`src/rtl/imm_encoder.sv`:
```
// imm_encoder: packs a 32-bit immediate into the immediate fields of a RISC-V
// instruction word (inverse of the decoder's immediate generator), flags range,
// alignment and type errors, and presents the result through a 2-stage
// valid/ready pipeline with saturating handshake statistics.
//
// Ports:
//   clk        - clock, all state on posedge
//   rst_n      - synchronous active-low reset
//   in_valid   - request valid;       in_ready - request accepted when both high
//   ImmSel     - I=001 B=010 J=011 S=100 U=101, others invalid
//   imm        - immediate value (byte offset for B/J)
//   base_inst  - instruction template; its immediate bits are replaced
//   out_valid  - result valid;        out_ready - downstream accepts when both high
//   inst_out   - encoded instruction
//   err_out    - {err_type, err_align, err_range}
//   enc_count  - saturating count of output handshakes
//   err_count  - saturating count of output handshakes with err_out != 0
module imm_encoder #(
  parameter int unsigned CNT_W = 16
) (
  input  logic             clk,
  input  logic             rst_n,
  input  logic             in_valid,
  output logic             in_ready,
  input  logic [2:0]       ImmSel,
  input  logic [31:0]      imm,
  input  logic [31:0]      base_inst,
  output logic             out_valid,
  input  logic             out_ready,
  output logic [31:0]      inst_out,
  output logic [2:0]       err_out,
  output logic [CNT_W-1:0] enc_count,
  output logic [CNT_W-1:0] err_count
);

  localparam logic [2:0] SelI = 3'b001;
  localparam logic [2:0] SelB = 3'b010;
  localparam logic [2:0] SelJ = 3'b011;
  localparam logic [2:0] SelS = 3'b100;
  localparam logic [2:0] SelU = 3'b101;

  // Combinational encoder
  logic [31:0] enc_inst;
  logic        enc_type, enc_align, enc_range;

  always_comb begin
    enc_inst  = base_inst;
    enc_type  = 1'b0;
    enc_align = 1'b0;
    enc_range = 1'b0;
    case (ImmSel)
      SelI: begin
        enc_inst  = {imm[11:0], base_inst[19:0]};
        // Sign-extension check: all upper bits must match the field's sign bit.
        enc_range = !((&imm[31:11]) || !(|imm[31:11]));
      end
      SelS: begin
        enc_inst  = {imm[11:5], base_inst[24:12], imm[4:0], base_inst[6:0]};
        enc_range = !((&imm[31:11]) || !(|imm[31:11]));
      end
      SelB: begin
        enc_inst  = {imm[12], imm[10:5], base_inst[24:12], imm[4:1], imm[11], base_inst[6:0]};
        enc_range = !((&imm[31:12]) || !(|imm[31:12]));
        enc_align = imm[0];
      end
      SelJ: begin
        enc_inst  = {imm[20], imm[10:1], imm[11], imm[19:12], base_inst[11:0]};
        enc_range = !((&imm[31:20]) || !(|imm[31:20]));
        enc_align = imm[0];
      end
      SelU: begin
        enc_inst  = {imm[31:12], base_inst[11:0]};
        enc_range = |imm[11:0];
      end
      default: begin
        enc_inst = base_inst;
        enc_type = 1'b1;
      end
    endcase
  end

  // Pipeline
  logic              s1_valid_q, s1_valid_d;
  logic [31:0]       s1_inst_q, s1_inst_d;
  logic [2:0]        s1_err_q, s1_err_d;
  logic              s2_valid_q, s2_valid_d;
  logic [31:0]       s2_inst_q, s2_inst_d;
  logic [2:0]        s2_err_q, s2_err_d;
  logic [CNT_W-1:0]  enc_count_q, enc_count_d;
  logic [CNT_W-1:0]  err_count_q, err_count_d;
  logic              adv1, adv2, out_hs;

  assign adv2     = !s2_valid_q || out_ready;
  assign adv1     = !s1_valid_q || adv2;
  assign in_ready = adv1;
  assign out_hs   = s2_valid_q && out_ready;

  always_comb begin
    s1_valid_d  = s1_valid_q;
    s1_inst_d   = s1_inst_q;
    s1_err_d    = s1_err_q;
    s2_valid_d  = s2_valid_q;
    s2_inst_d   = s2_inst_q;
    s2_err_d    = s2_err_q;
    enc_count_d = enc_count_q;
    err_count_d = err_count_q;

    if (adv1) begin
      s1_valid_d = in_valid;
      if (in_valid) begin
        s1_inst_d = enc_inst;
        s1_err_d  = {enc_type, enc_align, enc_range};
      end
    end

    // Output data only changes when a new result moves in, so it stays stable under stall.
    if (adv2) begin
      s2_valid_d = s1_valid_q;
      if (s1_valid_q) begin
        s2_inst_d = s1_inst_q;
        s2_err_d  = s1_err_q;
      end
    end

    if (out_hs) begin
      if (enc_count_q != '1) enc_count_d = enc_count_q + CNT_W'(1);
      if ((s2_err_q != 3'b000) && (err_count_q != '1)) err_count_d = err_count_q + CNT_W'(1);
    end
  end

  always_ff @(posedge clk) begin
    if (!rst_n) begin
      s1_valid_q  <= 1'b0;
      s1_inst_q   <= '0;
      s1_err_q    <= '0;
      s2_valid_q  <= 1'b0;
      s2_inst_q   <= '0;
      s2_err_q    <= '0;
      enc_count_q <= '0;
      err_count_q <= '0;
    end else begin
      s1_valid_q  <= s1_valid_d;
      s1_inst_q   <= s1_inst_d;
      s1_err_q    <= s1_err_d;
      s2_valid_q  <= s2_valid_d;
      s2_inst_q   <= s2_inst_d;
      s2_err_q    <= s2_err_d;
      enc_count_q <= enc_count_d;
      err_count_q <= err_count_d;
    end
  end

  assign out_valid = s2_valid_q;
  assign inst_out  = s2_inst_q;
  assign err_out   = s2_err_q;
  assign enc_count = enc_count_q;
  assign err_count = err_count_q;

endmodule
```
`config.mk`:
```
export PLATFORM = sky130hd
export DESIGN_NAME = imm_encoder
export DESIGN_NICKNAME = d
export VERILOG_FILES = /design/src/rtl/imm_encoder.sv
export SDC_FILE = /design/constraint.sdc
export NUM_CORES = 1
export LEC_CHECK = 0
export ABC_AREA = 1
export ABC_CLOCK_PERIOD_IN_PS = 1800
export CORE_MARGIN = 5
export CORE_UTILIZATION = 48
export DETAILED_ROUTE_END_ITERATION = 7
export PLACE_DENSITY = 0.8
export SYNTH_ARGS = -nofsm -noshare
export SYNTH_HDL_FRONTEND = slang
export SYNTH_SLANG_ARGS = --single-unit
```
`constraint.sdc`:
```
create_clock -name clk -period 1.8 [get_ports clk]
set_input_delay 0.36 -clock clk [delete_from_list [all_inputs] [get_ports clk]]
set_output_delay 0.36 -clock clk [all_outputs]
set_load 0.05 [all_outputs]
```
-- Word level (Yosys, flattened, before mapping)
Index checks and enable logic that the tools add are counted.
Widths: inputs -> output; s select.
- multiplexer cells: 4
- bitwise operators: 0
- div/mod/pow operators: 0
- equal/unequal tests: 7
- magnitude comparators: 0
- reductions and logical operators: 30
- add/subtract/negate cells: 2
- shift-type cells: 0
- $mul: 0
- operators by type and width (operator ; number):
    $pmux 32 s5 ; 1
    $add 16x1->16 const B ; 2
    $ne 16x16->1 const B ; 2
    $reduce_or 12->1 ; 2
    $reduce_and 21->1 ; 1
    $reduce_or 21->1 ; 1
    $reduce_and 20->1 ; 1
    $reduce_or 20->1 ; 1
    $reduce_and 12->1 ; 1
    $logic_not 1->1 ; 8
    $reduce_and 2->1 ; 4
    $eq 3x2->1 const B ; 2
    $eq 3x3->1 const B ; 2
    $logic_or 1x1->1 ; 5
    $reduce_or 5->1 ; 1
    $pmux 1 s4 ; 1
    $reduce_or 2->1 ; 2
    $eq 3x1->1 const B ; 1
    $reduce_bool 3->1 ; 1
    $logic_and 1x1->1 ; 2
    $mux 1 ; 2
- memories kept: 0
- bits in registers: 104
- bits in read-only memories: 0
- latch bits: 0
- word-level logic and storage cells: 51
- memory bits (writable): 0
- input bits: 71

-- Depth between registers and ports, before layout
- depth in word-level cells: 5
- gate-level depth with buffers: 12
- gate-level depth less buffers: 12

-- Worst setup path after synthesis
No wires, ideal clock.
- path type: register -> register
- start point: register s2_valid_q (netlist: out_valid)
- end point: register s1_inst_q[18]
- slack: -445 ps
- stages on the path, launching flop included: 7
- library setup time: 116 ps
- data arrival time: 2129 ps
- cells stage by stage: dfxtp_1 > nand3_1 > nand2_1 > inv_1 > clkbuf_1 > o211ai_1 > inv_1
- longest elaborated chain between the ends: 4
- RTL lines (what ; line ; source):
    start: declaration ; 86 ; logic s2_valid_q, s2_valid_d;
    start signal: assignment ; 145 ; s2_valid_q <= s2_valid_d;
    $logic_not 1->1 ; 93 ; assign adv2 = !s2_valid_q || out_ready;
    $logic_or 1x1->1 ; 93 ;
    $logic_or 1x1->1 ; 94 ; assign adv1 = !s1_valid_q || adv2;
    named net in_ready ; 24 ; output logic in_ready,
    $reduce_and 2->1 (no line) ; - ;
    end signal: assignment ; 143 ; s1_inst_q <= s1_inst_d;
    end: declaration ; 84 ; logic [31:0] s1_inst_q, s1_inst_d;
The timed path passes the listed nets, and every way through them passes these cells.
A chain may end at the register's enable or synchronous reset.

-- Final worst setup path
- start point: input ImmSel[2]
- end point: register s1_inst_q[30]
- longest elaborated chain between the ends: 2
- elaborated cells on any way between the ends: 6
- classes of those cells: eq/ne (5); mux (1)
- RTL lines (what ; line ; source):
    start: declaration ; 25 ; input logic [2:0] ImmSel,
    $eq 3x3->1, or another cell as far along ; 51 ; case (ImmSel)
    $pmux 32 s5 * ; 51 ;
Mark *: on every way between the ends. The rest lies on a longest branch, timed or not.

==> results.toml <==
[routing]
wirelength_um = 14490
antenna_violating_nets_post_route = 0
via_count_normalized_by_instance_count = 5.192
drt_pass1_iterations = 5
dr_total_vias = 5498
average_wire_per_cell_in_the_routed_design_um = 13.69
drt_iter0_markers = 370
detail_route.drc_violations = 0

[floorplan]
die_w_um = 112.4
io_pins = 140
fp.dieArea_mm2 = 0.01264
fp.coreArea_mm2 = 0.01028
num_rows = 37
initial_utilization_pct = 49.00
dieHeight_um = 112.4

[layout]
antenna-diode-count = 0
fillerInstances = 928
layout.cells.most_common = "nand2_1"
layout-drive-gt1-share_pct = 18.42
mostFrequentLayoutCells = "nand2_1 (171), nor2_1 (152), buf_4 (107), dfxtp_1 (93), clkdlybuf4s50_1 (69)"
num-nets-final = 991
postLayoutCoreUtil_pct = 67.48
synthToLayoutAreaGrowth_pct = 37.71
fin_area_mm2 = 0.006935

[power]
cellPowerDensity_mw_per_mm2 = 720.5
clkPwrFrac_pct = 30.6
cell_internal_pwr_mw = 3.512
power.leakage_nw = 2.963
seqPwrFrac_pct = 49.6
p_comb_share_pct = 19.7
irDropWorstVdd_v = 0.0004644
power_switching_share_pct = 29.71
power.switching_mw = 1.484

[critical_path]
path_cells = "clkdlybuf4s50_1 -> nand2_1 -> nor2_4 -> buf_4 -> inv_2 -> nand2_1 -> nor3_2 -> buf_4 -> nand2_1 -> nand2_1 -> a21oi_1 -> nor2_1"
cp-startpoint = "ImmSel[2]"
cpLargestDelayFamily = "buffers and inverters"
worstSetupEndpointType = "register"
cp_max_delay_cell = "clkdlybuf4s50_1"
worstSetupStartpointType = "primary input"
slowest_delay_ns = 0.52
worstPathMaxFanout = 7
timing.critical_path.mode_cell = "nand2_1"
class_of_the_most_critical_setup_path = "primary input to register"
worstPathArrival_ns = 1.97
crit_required_ns = 2.04
critical_path_buf_inv_count = 4
r2r_start = "err_count[0]"

[global_routing]
grt_max_degree = 47
grt_pass1_vias = 5358
wire_length_of_the_first_global_routing_pass_um = 24000
grt_antenna_before_repair = 0
gr-usage-all-layers_pct = 22.50
grt_overflow_total = 0

[clock_tree]
worst_setup_hold_path_clk_slew_ns = 0.11
clkLatencyLatePin_ns = 0.37
cts_num_sinks = 104
cts-root-to-sink-buffers = 2
tritoncts = "built"
htree_num_levels = 3
cts_root_cell = "clkbuf_8"
numCtsBuffers = 9

[timing]
fmax_mhz = 579.6
finalClockSkew_ns = 0.01595
total_neg_setup_slack_ns = 0
final_period_minus_worst_setup_slack_ns = 1.725
timing.hold.ws_ns = 0.4705
timing.final.crit_share_pct = 95.85
report.final.setup_viol = 0
worst_slew_pin_slew_ns = 0.4560
hold_violations = 0
rsz0062_at_grt = "yes"
slew_viol_final = 0
timing.slew.headroom_pct = 69.60
post-route-worst-setup-slack_ns = 0.07461

[synth]
ys_async_sr_fraction_pct = 0
synthesis.area_per_instance_um2 = 6.679
synth_area_leader_cell = "dfxtp_1"
count_of_unique_library_cells_instantiated_by_yosys = 34
synth.top_cell.area_share_pct = 41.34
seq_area_frac_synth_pct = 41.34
synth.ff_latch_count = 104
yosysWarnings = 0
synth_enable_flop_cells = 0
synth_top_flop_cell = "dfxtp_1"
syn_inst = 754
synthesis.nets = 827
yosys-top-cells-area = "dfxtp_1 (41%), nand2_1 (13%), nor2_1 (11%), o21ai_0 (6.4%), inv_1 (5.0%)"
syn_area_mm2 = 0.005036

[hold_path]
hold_class = "primary input to register"
hp-start = "rst_n"

[placement]
post_dp_cell_area_mm2 = 0.006681
place_ws_ns = -0.5391
io_buffer_count = 139
hpwlAfterDp_um = 11320
globalplace.congestion = 0.8978

[run]
timing.max_cap.violations = 0

[outcome]
run_status = "complete, no violations"
==> cell families after synthesis <==
group	count (synthesis)	share of synthesized area [%]
AO/OA/AOI/OAI	129	14.71
XOR/XNOR	12	2.087
adder cells (fa/ha/maj)	2	0.4968
buffers and inverters	103	8.149
flip-flops	104	41.34
AND/OR/NAND/NOR	404	33.22
==> worst register-to-register path: cells and delay by family (launching register included) <==
family	cells	cell delay [ns]
simple gates	7	0.72
compound gates	1	0.14
fa+ha+maj	1	0.15
buf+inv	2	0.23
flops	1	0.39
==> sequential cells by signal, summed over array words and instances (netlist names) <==
signal      cells
err_count      16
s1_valid_q      1
out_valid       1
enc_count      16
s1_inst_q      32
inst_out       32
err_out         3
s1_err_q        3
==> power by group through the flow <==
stage / Sequential (mW) / Combinational, mW / Clock (mW)
2_1_floorplan: 2.72 / 0.351 / 0
3_3_place_gp: 2.53 / 0.960 / 0
3_5_place_dp: 2.53 / 0.980 / 0
4_1_cts: 2.48 / 0.983 / 1.57
5_1_grt: 2.50 / 1.07 / 1.68
6_report: 2.48 / 0.986 / 1.53
==> Yosys cell counts (3+ instances only) <==
library cell  number
buf_2              4
o211ai_1          18
xor2_1            10
dfxtp_1          104
a31oi_1           11
inv_1             67
nand2_1          175
a21oi_2            7
a21oi_1           24
o22ai_1            3
inv_2              5
nor3_1            15
nor2_1           154
nand4_1           12
clkbuf_1          20
o21ai_0           64
nand3_1           35
==> timing repair <==
action | CTS | global route
setup endpoints to repair | 4 | 27
hold endpoints to repair | 0 | 0
setup buffers | 0 | 1
resized for setup | 1 | 12
pin swaps | 0 | 3
hold buffers | 0 | 0
==> per-layer routing <==
layer / routed length, um / part of all wire [%] / global-route usage, %
met1: 6160 / 43 / 27.29
met2: 7015 / 48 / 38.82
met3: 957 / 6.6 / 4.582
met4: 361 / 2.5 / 9.295
met5: 0 / 0 / 0
==> layout make-up <==
| type | count | area (um2) | share of cell area (%) |
|---|---|---|---|
| Tap cell | 136 | 170.2 | 2.454 |
| Timing Repair Buffer | 182 | 1590 | 22.93 |
| Multi-Input combinational cell | 547 | 2581 | 37.22 |
| Inverter | 74 | 277.8 | 4.005 |
| Clock inverter | 6 | 72.57 | 1.046 |
| Sequential cell | 104 | 2106 | 30.36 |
| Clock buffer | 10 | 137.6 | 1.984 |
==> final timing paths <==
check                                endpoint  slack [ns]  cells after the start
worst max-delay path            s1_inst_q[30]        0.07                     12
worst min register to register    s1_err_q[1]        0.48                      2
worst min-delay path             err_count[4]        0.47                      4
worst max register to register  err_count[13]        0.12                     11
==> per-stage QoR <==
stage	total power [mW]	instances
after detailed placement	3.512	1042
after floorplan	3.069	754
after global placement	3.488	1042
final	4.997	1059
after global routing	5.244	1059
after CTS	5.035	1058
Note: power is estimated with default switching activity, not from simulation.
